==> src/rtl/control_resolve_if.sv <==
// control_resolve_if
//   Bundles every non-clock/reset signal of control_resolve_unit.
//   master : the resolve unit (reads FIFO head / CDB grant / ROB head,
//            drives dequeue, CDB broadcast, flush and perf counters)
//   slave  : the surrounding core (FIFO, CDB arbiter, ROB, fetch)
//   Groups:
//     ext_flush                        external flush (exception)
//     q_*                              control-op FIFO head and pop
//     cdb_*                            CDB request/grant and payload
//     rob_head_valid / rob_head_idx    ROB commit head
//     flush / redirect_pc              mispredict redirect
//     n_resolved / n_mispred           perf counters
interface control_resolve_if #(
  parameter int ROB_IDX_W = 5,
  parameter int PREG_W    = 6,
  parameter int AREG_W    = 5
);
  logic                 ext_flush;
  // FIFO head
  logic                 q_empty;
  logic                 q_pc_valid;
  logic [1:0]           q_op;
  logic [ROB_IDX_W-1:0] q_rob_idx;
  logic [31:0]          q_pc_in;
  logic [31:0]          q_pc_new;
  logic                 q_br_en;
  logic [31:0]          q_pred_pc;
  logic [AREG_W-1:0]    q_rd;
  logic [PREG_W-1:0]    q_pd;
  logic                 q_dequeue;
  // CDB
  logic                 cdb_req;
  logic                 cdb_gnt;
  logic [ROB_IDX_W-1:0] cdb_rob_idx;
  logic                 cdb_regwrite;
  logic [AREG_W-1:0]    cdb_rd;
  logic [PREG_W-1:0]    cdb_pd;
  logic [31:0]          cdb_data;
  // ROB head
  logic                 rob_head_valid;
  logic [ROB_IDX_W-1:0] rob_head_idx;
  // redirect and perf
  logic                 flush;
  logic [31:0]          redirect_pc;
  logic [31:0]          n_resolved;
  logic [31:0]          n_mispred;

  modport master (
    input  ext_flush,
    input  q_empty, q_pc_valid, q_op, q_rob_idx, q_pc_in, q_pc_new,
    input  q_br_en, q_pred_pc, q_rd, q_pd,
    output q_dequeue,
    output cdb_req, cdb_rob_idx, cdb_regwrite, cdb_rd, cdb_pd, cdb_data,
    input  cdb_gnt,
    input  rob_head_valid, rob_head_idx,
    output flush, redirect_pc, n_resolved, n_mispred
  );

  modport slave (
    output ext_flush,
    output q_empty, q_pc_valid, q_op, q_rob_idx, q_pc_in, q_pc_new,
    output q_br_en, q_pred_pc, q_rd, q_pd,
    input  q_dequeue,
    input  cdb_req, cdb_rob_idx, cdb_regwrite, cdb_rd, cdb_pd, cdb_data,
    output cdb_gnt,
    output rob_head_valid, rob_head_idx,
    input  flush, redirect_pc, n_resolved, n_mispred
  );
endinterface

==> src/rtl/control_resolve_unit.sv <==
// control_resolve_unit
//   Consumer at the head of the control-op FIFO (br/jal/jalr/auipc).
//   Latches the head op, waits for its resolved target, broadcasts the
//   result on the CDB, then at ROB commit checks the prediction, pops the
//   FIFO and raises flush/redirect_pc on a mispredict. Counts resolved ops
//   and mispredicts.
//   Ports:
//     clk  clock
//     rst  synchronous active-high reset
//     bus  control_resolve_if.master (FIFO head, CDB, ROB head, redirect,
//          perf counters)
module control_resolve_unit #(
  parameter int ROB_IDX_W = 5,
  parameter int PREG_W    = 6,
  parameter int AREG_W    = 5
) (
  input logic               clk,
  input logic               rst,
  control_resolve_if.master bus
);

  localparam logic [1:0] OP_BR    = 2'd0;
  localparam logic [1:0] OP_JAL   = 2'd1;
  localparam logic [1:0] OP_JALR  = 2'd2;
  localparam logic [1:0] OP_AUIPC = 2'd3;

  typedef enum logic [2:0] {
    S_IDLE     = 3'd0,
    S_WAIT_RES = 3'd1,
    S_BCAST    = 3'd2,
    S_WAIT_CMT = 3'd3,
    S_RESOLVE  = 3'd4
  } state_t;

  state_t state_reg, state_next;

  // Latched copy of the head op
  logic [1:0]           op_reg;
  logic [ROB_IDX_W-1:0] rob_idx_reg;
  logic [31:0]          pc_in_reg;
  logic [31:0]          pred_pc_reg;
  logic [AREG_W-1:0]    rd_reg;
  logic [PREG_W-1:0]    pd_reg;
  logic [31:0]          pc_new_reg;
  logic                 br_en_reg;

  logic [31:0] n_resolved_reg;
  logic [31:0] n_mispred_reg;

  logic        latch_head;
  logic        latch_res;
  logic        rob_match;
  logic [31:0] pc_plus4;
  logic [31:0] actual_pc;
  logic        mispred;
  logic [31:0] cdb_data_val;
  logic        cdb_req_int;
  logic        dequeue_int;
  logic        flush_int;

  // ---------------------------------------------------------------- state
  always_ff @(posedge clk) begin
    if (rst) begin
      state_reg <= S_IDLE;
    end else begin
      state_reg <= state_next;
    end
  end

  assign rob_match = bus.rob_head_valid && (bus.rob_head_idx == rob_idx_reg);

  // ----------------------------------------------------------- next state
  always_comb begin
    state_next = state_reg;
    latch_head = 1'b0;
    latch_res  = 1'b0;
    if (bus.ext_flush) begin
      state_next = S_IDLE;
    end else begin
      case (state_reg)
        S_IDLE: begin
          if (!bus.q_empty) begin
            latch_head = 1'b1;
            // Target already resolved at latch time: skip WAIT_RES.
            if (bus.q_pc_valid) begin
              latch_res  = 1'b1;
              state_next = S_BCAST;
            end else begin
              state_next = S_WAIT_RES;
            end
          end
        end
        S_WAIT_RES: begin
          if (bus.q_pc_valid) begin
            latch_res  = 1'b1;
            state_next = S_BCAST;
          end
        end
        S_BCAST: begin
          if (bus.cdb_gnt) begin
            state_next = S_WAIT_CMT;
          end
        end
        S_WAIT_CMT: begin
          if (rob_match) begin
            state_next = S_RESOLVE;
          end
        end
        S_RESOLVE: begin
          // Returning through IDLE gives the FIFO one cycle to present
          // the next head (or to empty itself after a flush).
          state_next = S_IDLE;
        end
        default: begin
          state_next = S_IDLE;
        end
      endcase
    end
  end

  // ------------------------------------------------------------- latches
  always_ff @(posedge clk) begin
    if (rst) begin
      op_reg      <= OP_BR;
      rob_idx_reg <= '0;
      pc_in_reg   <= '0;
      pred_pc_reg <= '0;
      rd_reg      <= '0;
      pd_reg      <= '0;
      pc_new_reg  <= '0;
      br_en_reg   <= 1'b0;
    end else begin
      if (latch_head) begin
        op_reg      <= bus.q_op;
        rob_idx_reg <= bus.q_rob_idx;
        pc_in_reg   <= bus.q_pc_in;
        pred_pc_reg <= bus.q_pred_pc;
        rd_reg      <= bus.q_rd;
        pd_reg      <= bus.q_pd;
      end
      if (latch_res) begin
        pc_new_reg <= bus.q_pc_new;
        br_en_reg  <= bus.q_br_en;
      end
    end
  end

  // ---------------------------------------------- resolve datapath (regs)
  assign pc_plus4 = pc_in_reg + 32'd4;

  always_comb begin
    actual_pc    = pc_plus4;
    cdb_data_val = '0;
    case (op_reg)
      OP_BR: begin
        actual_pc    = br_en_reg ? pc_new_reg : pc_plus4;
        cdb_data_val = '0;
      end
      OP_JAL, OP_JALR: begin
        actual_pc    = pc_new_reg;
        cdb_data_val = pc_plus4;
      end
      OP_AUIPC: begin
        // auipc never redirects; pc_new carries its result value.
        actual_pc    = pc_plus4;
        cdb_data_val = pc_new_reg;
      end
      default: begin
        actual_pc    = pc_plus4;
        cdb_data_val = '0;
      end
    endcase
  end

  assign mispred = (actual_pc != pred_pc_reg);

  // -------------------------------------------------------------- outputs
  // Moore decodes of state; ext_flush is the only input that can squash
  // them in the same cycle.
  always_comb begin
    cdb_req_int = 1'b0;
    dequeue_int = 1'b0;
    flush_int   = 1'b0;
    if (!bus.ext_flush) begin
      case (state_reg)
        S_BCAST: begin
          cdb_req_int = 1'b1;
        end
        S_RESOLVE: begin
          dequeue_int = 1'b1;
          flush_int   = mispred;
        end
        default: begin
          cdb_req_int = 1'b0;
        end
      endcase
    end
  end

  assign bus.cdb_req      = cdb_req_int;
  assign bus.q_dequeue    = dequeue_int;
  assign bus.flush        = flush_int;
  assign bus.redirect_pc  = flush_int ? actual_pc : 32'd0;
  // Payload is zero outside a request so idle outputs stay quiet.
  assign bus.cdb_rob_idx  = cdb_req_int ? rob_idx_reg : '0;
  assign bus.cdb_regwrite = cdb_req_int && (op_reg != OP_BR);
  assign bus.cdb_rd       = cdb_req_int ? rd_reg : '0;
  assign bus.cdb_pd       = cdb_req_int ? pd_reg : '0;
  assign bus.cdb_data     = cdb_req_int ? cdb_data_val : 32'd0;

  // ------------------------------------------------------------- counters
  always_ff @(posedge clk) begin
    if (rst) begin
      n_resolved_reg <= '0;
      n_mispred_reg  <= '0;
    end else if (state_reg == S_RESOLVE && !bus.ext_flush) begin
      n_resolved_reg <= n_resolved_reg + 32'd1;
      if (mispred) begin
        n_mispred_reg <= n_mispred_reg + 32'd1;
      end
    end
  end

  assign bus.n_resolved = n_resolved_reg;
  assign bus.n_mispred  = n_mispred_reg;

endmodule

==> src/flat_wrapper.sv <==
// flat-port wrapper written by rule: the top's interface ports become plain ports
module control_resolve_unit_flat 
#(
  parameter int ROB_IDX_W = 5,
  parameter int PREG_W    = 6,
  parameter int AREG_W    = 5
)
  (clk, rst, bus_ext_flush, bus_q_empty, bus_q_pc_valid, bus_q_op, bus_q_rob_idx, bus_q_pc_in, bus_q_pc_new, bus_q_br_en, bus_q_pred_pc, bus_q_rd, bus_q_pd, bus_q_dequeue, bus_cdb_req, bus_cdb_rob_idx, bus_cdb_regwrite, bus_cdb_rd, bus_cdb_pd, bus_cdb_data, bus_cdb_gnt, bus_rob_head_valid, bus_rob_head_idx, bus_flush, bus_redirect_pc, bus_n_resolved, bus_n_mispred);
  control_resolve_if #(.ROB_IDX_W(ROB_IDX_W), .PREG_W(PREG_W), .AREG_W(AREG_W)) bus_i ();
  input logic clk;
  input logic rst;
  input wire logic [$bits(bus_i.ext_flush)-1:0] bus_ext_flush;
  input wire logic [$bits(bus_i.q_empty)-1:0] bus_q_empty;
  input wire logic [$bits(bus_i.q_pc_valid)-1:0] bus_q_pc_valid;
  input wire logic [$bits(bus_i.q_op)-1:0] bus_q_op;
  input wire logic [$bits(bus_i.q_rob_idx)-1:0] bus_q_rob_idx;
  input wire logic [$bits(bus_i.q_pc_in)-1:0] bus_q_pc_in;
  input wire logic [$bits(bus_i.q_pc_new)-1:0] bus_q_pc_new;
  input wire logic [$bits(bus_i.q_br_en)-1:0] bus_q_br_en;
  input wire logic [$bits(bus_i.q_pred_pc)-1:0] bus_q_pred_pc;
  input wire logic [$bits(bus_i.q_rd)-1:0] bus_q_rd;
  input wire logic [$bits(bus_i.q_pd)-1:0] bus_q_pd;
  output wire logic [$bits(bus_i.q_dequeue)-1:0] bus_q_dequeue;
  output wire logic [$bits(bus_i.cdb_req)-1:0] bus_cdb_req;
  output wire logic [$bits(bus_i.cdb_rob_idx)-1:0] bus_cdb_rob_idx;
  output wire logic [$bits(bus_i.cdb_regwrite)-1:0] bus_cdb_regwrite;
  output wire logic [$bits(bus_i.cdb_rd)-1:0] bus_cdb_rd;
  output wire logic [$bits(bus_i.cdb_pd)-1:0] bus_cdb_pd;
  output wire logic [$bits(bus_i.cdb_data)-1:0] bus_cdb_data;
  input wire logic [$bits(bus_i.cdb_gnt)-1:0] bus_cdb_gnt;
  input wire logic [$bits(bus_i.rob_head_valid)-1:0] bus_rob_head_valid;
  input wire logic [$bits(bus_i.rob_head_idx)-1:0] bus_rob_head_idx;
  output wire logic [$bits(bus_i.flush)-1:0] bus_flush;
  output wire logic [$bits(bus_i.redirect_pc)-1:0] bus_redirect_pc;
  output wire logic [$bits(bus_i.n_resolved)-1:0] bus_n_resolved;
  output wire logic [$bits(bus_i.n_mispred)-1:0] bus_n_mispred;
  assign bus_i.ext_flush = bus_ext_flush;
  assign bus_i.q_empty = bus_q_empty;
  assign bus_i.q_pc_valid = bus_q_pc_valid;
  assign bus_i.q_op = bus_q_op;
  assign bus_i.q_rob_idx = bus_q_rob_idx;
  assign bus_i.q_pc_in = bus_q_pc_in;
  assign bus_i.q_pc_new = bus_q_pc_new;
  assign bus_i.q_br_en = bus_q_br_en;
  assign bus_i.q_pred_pc = bus_q_pred_pc;
  assign bus_i.q_rd = bus_q_rd;
  assign bus_i.q_pd = bus_q_pd;
  assign bus_q_dequeue = bus_i.q_dequeue;
  assign bus_cdb_req = bus_i.cdb_req;
  assign bus_cdb_rob_idx = bus_i.cdb_rob_idx;
  assign bus_cdb_regwrite = bus_i.cdb_regwrite;
  assign bus_cdb_rd = bus_i.cdb_rd;
  assign bus_cdb_pd = bus_i.cdb_pd;
  assign bus_cdb_data = bus_i.cdb_data;
  assign bus_i.cdb_gnt = bus_cdb_gnt;
  assign bus_i.rob_head_valid = bus_rob_head_valid;
  assign bus_i.rob_head_idx = bus_rob_head_idx;
  assign bus_flush = bus_i.flush;
  assign bus_redirect_pc = bus_i.redirect_pc;
  assign bus_n_resolved = bus_i.n_resolved;
  assign bus_n_mispred = bus_i.n_mispred;
  control_resolve_unit #(.ROB_IDX_W(ROB_IDX_W), .PREG_W(PREG_W), .AREG_W(AREG_W)) u_core (.clk(clk), .rst(rst), .bus(bus_i));
endmodule
==> config.mk <==
export PLATFORM = sky130hd
export DESIGN_NAME = control_resolve_unit_flat
export DESIGN_NICKNAME = d
export VERILOG_FILES = /design/src/rtl/control_resolve_if.sv /design/src/rtl/control_resolve_unit.sv /design/src/flat_wrapper.sv
export SDC_FILE = /design/constraint.sdc
export NUM_CORES = 1
export LEC_CHECK = 0
export CAP_MARGIN = 20
export CORE_MARGIN = 2
export CORE_UTILIZATION = 50
export CTS_CLUSTER_DIAMETER = 60
export CTS_CLUSTER_SIZE = 28
export DETAILED_ROUTE_END_ITERATION = 7
export PLACE_DENSITY = 0.87
export SLEW_MARGIN = 20
export SYNTH_ARGS = -nofsm -noshare
export SYNTH_HDL_FRONTEND = slang
export SYNTH_SLANG_ARGS = --single-unit
==> constraint.sdc <==
create_clock -name clk -period 5.6 [get_ports clk]
set_input_delay 0.56 -clock clk [delete_from_list [all_inputs] [get_ports clk]]
set_output_delay 0.56 -clock clk [all_outputs]
set_load 0.01 [all_outputs]
==> impl_metrics.yaml <==
worst_setup_path:
  crit_required_ns: 5.04
  critPathLaunch: "u_core.pc_in_reg[15]"
  cp.arrival_ns: 4.88
  path_class: "reg -> out"
  crit_path_end: "bus_redirect_pc[10]"
  slowest_stage: "or4_4"
  max_stage_delay_ns: 0.64
  r2r_slack_ns: 1.16
  worst-path-max-fanout: 9
  worst_setup_path_end_kind: "primary output"
  rr_worst_depth: 10
  path_cells: "nand4_1 > or4_4 > and3_1 > or4_1 > a222oi_1 > nand4_1 > nor4_4 > nand2b_1 > buf_4 > inv_4 > and2_1 > clkdlybuf4s50_1"
  critPathMostFrequentCell: "nand4_1"
  r2r_end: "u_core.bus.n_mispred[31]"
  cp-start-kind: "flop"
  crit-reg2reg-launch: "u_core.pc_in_reg[15]"
floorplanning:
  rows: 53
  dieHeight_um: 149
  ioPinCount: 275
  die_area_um2: 22200
  start_util_pct: 50.5
  core-area_um2: 20800
  die_w_um: 149
power_and_ir_drop:
  power_density_nw_per_um2: 219
  power_leakage_nw: 4.64
  peakVddDrop_mv: 0.190
synth:
  synthFlopType: "dfxtp_1"
  synth_fa_ha_area_share_pct: 0.594
  synth_edf_count: 0
  yosys-top-cells-count: "314 x nand2_1, 183 x a21oi_1, 182 x dfxtp_1"
  postSynthCellCount: 1445
  synth_top_area_share_pct: 34.6
  synthTopCellsByArea: "dfxtp_1 35%, nand2_1 11%, a21oi_1 8.7%, nor2_1 3.6%, clkbuf_1 3.4%"
  ys_types: 70
  synthArstFlopShare_pct: 0
  yosys_warnings: 0
  muxShareOfSynthArea_pct: 1.90
  synth_top_family_by_area: "simple AND/OR/NAND/NOR gates"
  synth_top_cell_by_area: "dfxtp_1"
  synth-compound-area-share_pct: 20.9
  synthSimpleGateAreaFrac_pct: 30.9
  synth-seq-cells: 182
  yosys.cell_count.top_type: "nand2_1"
  ys_seq_area_share_pct: 34.6
  synth-xor-area-share_pct: 5.49
  syn_avg_cell_area_um2: 7.28
  syn_nets: 1577
  syn_area_um2: 10500
timing:
  rsz0062_at_grt: "no"
  setup_tns_ns: 0
  post-route-period-util_pct: 97.1
  setup_viol: 0
  hold_viol_final: 0
  tightest_slew_ns: 0.940
  layout_min_cycle_time_ns: 5.44
  relSlewSlack_pct: 37.3
  fmax_mhz: 184
  finalMaxSlewViolations: 0
  skew_ns: 0.0177
layout:
  num_antenna_cells: 0
  fin_util_pct: 67.3
  nets: 1783
  syn_to_final_growth_pct: 33.2
  drive_above_1_share_pct: 5.05
global_routing:
  grt_use_total_pct: 35.0
  grt_max_degree: 94
  grt_pass1_vias: 10900
  grt_first_pass_wirelength_um: 60900
  antenna_found_initial: 0
  grt_overflow: 0
cts:
  numCtsBuffers: 17
  cts_sinks: 182
  clk_path_buf_depth: 2
  ctsHoldBuffers: 0
  cts_tree: "done"
  insertion_delay_ns: 0.45
  htreeDepth: 4
  path_clk_slew_ns: 0.08
  cts_root_buf: "clkbuf_16"
route:
  wl_per_cell_um: 20.7
  vias: 11800
  drcViolationCount: 0
  drt_iter0_drc: 1023
  ant_nets: 0
  dr.pass1.iters: 6
  avgViaCountPerCell: 6.08
  drt-total-wl_um: 40100
hold_path:
  hold_class: "reg -> reg"
place:
  gp_congestion: 1.04
  hpwlAfterDp_um: 29800
  place.port_buffers: 274
status:
  status: "finished clean"
run:
  drv_cap: 0
metal layers:
metal  track usage (%)  wire length, µm  vias up
met4              15.3             1810        0
met5                 0                0        -
met2              57.9            18700      608
met3              8.99             3780      105
met1              43.2            15800     5536
li1                  -                -     5534
metrics by stage:
stage	cells	area, µm²	setup WS, ns	power (mW)	hold slack, ns
after floorplan	1445	10500	1.67	1.63	0.432
after CTS	1939	14000	0.0347	3.07	0.453
after global placement	1907	13400	0.577	1.82	0.439
after global routing	1939	14000	0.00114	3.17	0.468
after detailed placement	1907	13400	0.412	1.82	0.443
final	1939	14000	0.163	3.07	0.455
report_power, final:
part,switching (mW),internal [mW],leakage (nW)
registers,0.0692,1.33,1.48
logic,0.223,0.182,2.86
clock network,0.608,0.656,0.303
total,0.900,2.17,4.64
final cells by class:
type	instances	area [µm²]
timing repair buffer	305	2970
sequential	182	3650
tap	275	344
multi-input combinational	1118	6340
clock buffer	18	439
clock inverter	14	178
inverter	27	104
fill	1778	6800
worst min-delay path by stage:
stage | startpoint | endpoint | slack (ns) | depth (start not counted)
after global routing | u_core.rd_reg[3] | u_core.rd_reg[3] | 0.47 | 2
after detailed placement | u_core.rd_reg[3] | u_core.rd_reg[3] | 0.44 | 2
final | u_core.rd_reg[3] | u_core.rd_reg[3] | 0.46 | 2
after floorplan | u_core.pd_reg[0] | u_core.pd_reg[0] | 0.43 | 2
after global placement | u_core.rd_reg[2] | u_core.rd_reg[2] | 0.44 | 2
after CTS | u_core.rd_reg[3] | u_core.rd_reg[3] | 0.45 | 2
timing repair:
action                                  in CTS  in global routing
endpoints found under the setup margin      13                 27
pin swaps                                    0                  1
gates resized for setup                      1                  3
buffers inserted                             0                  0
critical path: cells and delay by family, from the launching register on:
kind / cells / cell delay [ns]
compound gates: 1 / 0.46
buf+inv: 3 / 0.75
flops: 1 / 0.52
simple gates: 8 / 2.69
cells by family (layout without fill, tap and decap cells):
kind of cell / Yosys count / after routing
adder cells (fa/ha/maj): 5 / 5
multiplexers: 19 / 19
buffers and inverters: 145 / 364
AND/OR/NAND/NOR: 677 / 677
flip-flops: 182 / 182
XOR/XNOR: 66 / 66
AO/OA/AOI/OAI: 351 / 351
cells in the final DEF, fill, tap and decap left out, types with 4 or more instances in the layout:
cell	synthesis	final
buf_4	4	32
or3_1	15	15
nor3_1	21	21
ha_1	5	5
o211ai_1	5	5
clkdlybuf4s50_1	0	273
clkinv_8	0	4
o2111ai_1	7	7
or4_1	32	31
a2111oi_0	4	4
o31ai_1	29	29
inv_6	0	4
a21oi_1	183	183
a31oi_1	4	4
a21boi_0	5	5
o21ai_0	19	19
a211oi_1	5	5
nand4_1	29	29
and4b_1	6	6
a32oi_1	8	8
and4_1	11	11
and3_1	19	19
a32o_1	4	4
nor4_1	17	17
nor2b_1	11	11
nor2_1	102	102
nand2_1	314	313
xor2_1	36	36
clkbuf_16	0	17
mux2i_1	14	14
inv_1	26	26
nand3_1	43	41
a22oi_1	37	37
dfxtp_1	182	180
and2_1	27	26
xnor2_1	30	30
nand2b_1	13	13
Note: power is estimated with default switching activity, not from simulation.
==> RTL edit, RTL diff (same settings) <==
Register the output `bus.redirect_pc`, without a reset; this adds one clock of latency there.
--- a/src/rtl/control_resolve_unit.sv
+++ b/src/rtl/control_resolve_unit.sv
@@ -200,7 +200,9 @@
   assign bus.cdb_req      = cdb_req_int;
   assign bus.q_dequeue    = dequeue_int;
   assign bus.flush        = flush_int;
-  assign bus.redirect_pc  = flush_int ? actual_pc : 32'd0;
+  always_ff @(posedge clk) begin
+    bus.redirect_pc <= flush_int ? actual_pc : 32'd0;
+  end
   // Payload is zero outside a request so idle outputs stay quiet.
   assign bus.cdb_rob_idx  = cdb_req_int ? rob_idx_reg : '0;
   assign bus.cdb_regwrite = cdb_req_int && (op_reg != OP_BR);
Check against the original RTL: not equivalent (a bounded check fails within 4 cycles, from zero or initial values and one cycle with rst high).
==> RTL edit against the unedited design <==
Routed wire length shrank 7.8%; via count shrank 5.8%; area after synthesis grew 3.4%; critical endpoint is now bus_flush; final cell count shrank 2.2%; global-route usage shrank 3.6 points; critical path type unchanged; design area grew 1.9%; worst setup slack gained 0.36 ns; combinational power shrank 4%; fmax grew 7.0%; total power grew 6.6%; sequential cell count grew 32.
==> RTL edit: results <==
[clocking]
h-tree-depth = 1
cts_buffers = 16
clk_latency_ns = 0.50
path_clk_slew_ns = 0.09
post_cts_buffers = 0
cts_resized = 0
clk_path_buf_depth = 3
cts-root-buf = "clkbuf_16"

[timing]
fin_ws_ns = 0.518
skew_ns = 0.0195
worst_slew_pin_slew_ns = 1.08

[detailed_routing]
post_drt_wl_per_cell_um = 19.5
drtPass1Iterations = 6
dr.first_iter.drc_count = 1037
num_vias = 11100

[worst_setup_path]
cpLargestDelayFamily = "compound AO/OA/AOI/OAI gates"
cp-startpoint = "u_core.op_reg[0]"
rrSetupSlack_ns = 1.09
cpPeakStageDelay_ns = 0.64
arrival_ns = 4.52
crit_end = "bus_flush"
crit_slowest_cell = "ha_1"
regToRegEndpoint = "u_core.bus.n_mispred[21]"
path_max_fanout = 19
r2r_cells = 13

[placed_design]
globalplace.congestion = 1.01
portBuffers = 274
hpwl_mm = 27.1

[global_route]
grt_first_pass_wirelength_mm = 56.5
grt_max_degree = 151
antenna_found_initial = 0
track_usage_pct = 31.4
gr-total-overflow = 0

[power_and_ir_drop]
p_sw_mw = 0.905
vdd_drop_max_mv = 0.239
p_leak_nw = 4.89

[synthesis]
synth_top_cells_by_count = "307 x nand2_1, 214 x dfxtp_1, 140 x a21oi_1"
synthDistinctLibCells = 70
seq_area_frac_synth_pct = 39.4
synthFlopType = "dfxtp_1"
synth.top_cell.area_share_pct = 39.4
synthArstFlopShare_pct = 0
yosys_warnings = 0
yosys-top-cells-area = "dfxtp_1 39%, nand2_1 11%, a21oi_1 6.4%, nor2_1 4.0%, xor2_1 2.8%"
synth_edf_count = 0
syn_nets = 1529

[layout]
drive_gt1_share_pct = 7.41
layout.nets = 1742

[hold_path]
min_path_type = "flop to flop"
whs_path_depth = 2

[job]
cap_violations = 0

[status]
outcome = "finished clean"
[RTL edit: changes by cell type after synthesis, sizes merged, moves of 12 or more]
cell,delta
o31ai,-28
dfxtp,+32
nor2,+14
a21boi,+12
or4,-29
a21oi,-23
nor2b,+31
clkbuf,-20
mux2,+29
[RTL edit: area by class of cell]
| class | count | area (um^2) |
|---|---|---|
| Antenna cell | 1 | 2.50 |
| Clock buffer | 17 | 425 |
| Clock inverter | 11 | 158 |
| Fill cell | 1716 | 6930 |
| Inverter | 30 | 113 |
| Multi-Input combinational cell | 1062 | 6130 |
| Sequential cell | 214 | 4280 |
| Tap cell | 275 | 344 |
| Timing Repair Buffer | 286 | 2830 |
[RTL edit: stage by stage]
stage | hold slack (ns) | instance area (um^2) | std cells
floorplan | 0.432 | 10900 | 1397
global placement | 0.437 | 13700 | 1867
detailed placement | 0.442 | 13700 | 1867
CTS | 0.456 | 14300 | 1895
global route | 0.478 | 14300 | 1895
finish | 0.458 | 14300 | 1896
[RTL edit: routing by layer]
| layer | vias to the layer above | track usage (%) | wire length (um) |
|---|---|---|---|
| met5 | - | 0 | 0 |
| met4 | 0 | 14.0 | 1880 |
| met3 | 120 | 7.87 | 3520 |
| met2 | 576 | 52.1 | 17100 |
| met1 | 5188 | 38.7 | 14500 |
| li1 | 5215 | - | - |
[RTL edit: kinds of logic after synthesis]
group	synth area share, %
AOI/OAI and AO/OA	16.9
xor gates and xnor gates	5.31
adders and majority gates	0.575
buffers and inverters	4.54
DFF	39.4
muxes	4.76
and+or+nand+nor	28.6
[RTL edit: tightest hold or removal path: stages, from the launching register on]
cell and delay [ns]:
dfxtp_1 0.31, nand2_1 0.05, a21oi_1 0.05
[RTL edit: power groups by stage]
stage | logic [mW] | clock network [mW] | registers (mW)
floorplan | 0.229 | 0 | 1.62
global placement | 0.374 | 0 | 1.64
detailed placement | 0.378 | 0 | 1.64
CTS | 0.381 | 1.29 | 1.61
global route | 0.415 | 1.36 | 1.62
finish | 0.386 | 1.28 | 1.61
[RTL edit: how the worst min path moves through the flow]
stage / endpoint / startpoint / slack [ns]
2_1_floorplan: u_core.pd_reg[0] / u_core.pd_reg[0] / 0.43
3_3_place_gp: u_core.rd_reg[0] / u_core.rd_reg[0] / 0.44
3_5_place_dp: u_core.rd_reg[2] / u_core.rd_reg[2] / 0.44
4_1_cts: u_core.rd_reg[0] / u_core.rd_reg[0] / 0.46
5_1_grt: u_core.pd_reg[4] / u_core.pd_reg[4] / 0.48
6_report: u_core.rd_reg[3] / u_core.rd_reg[3] / 0.46
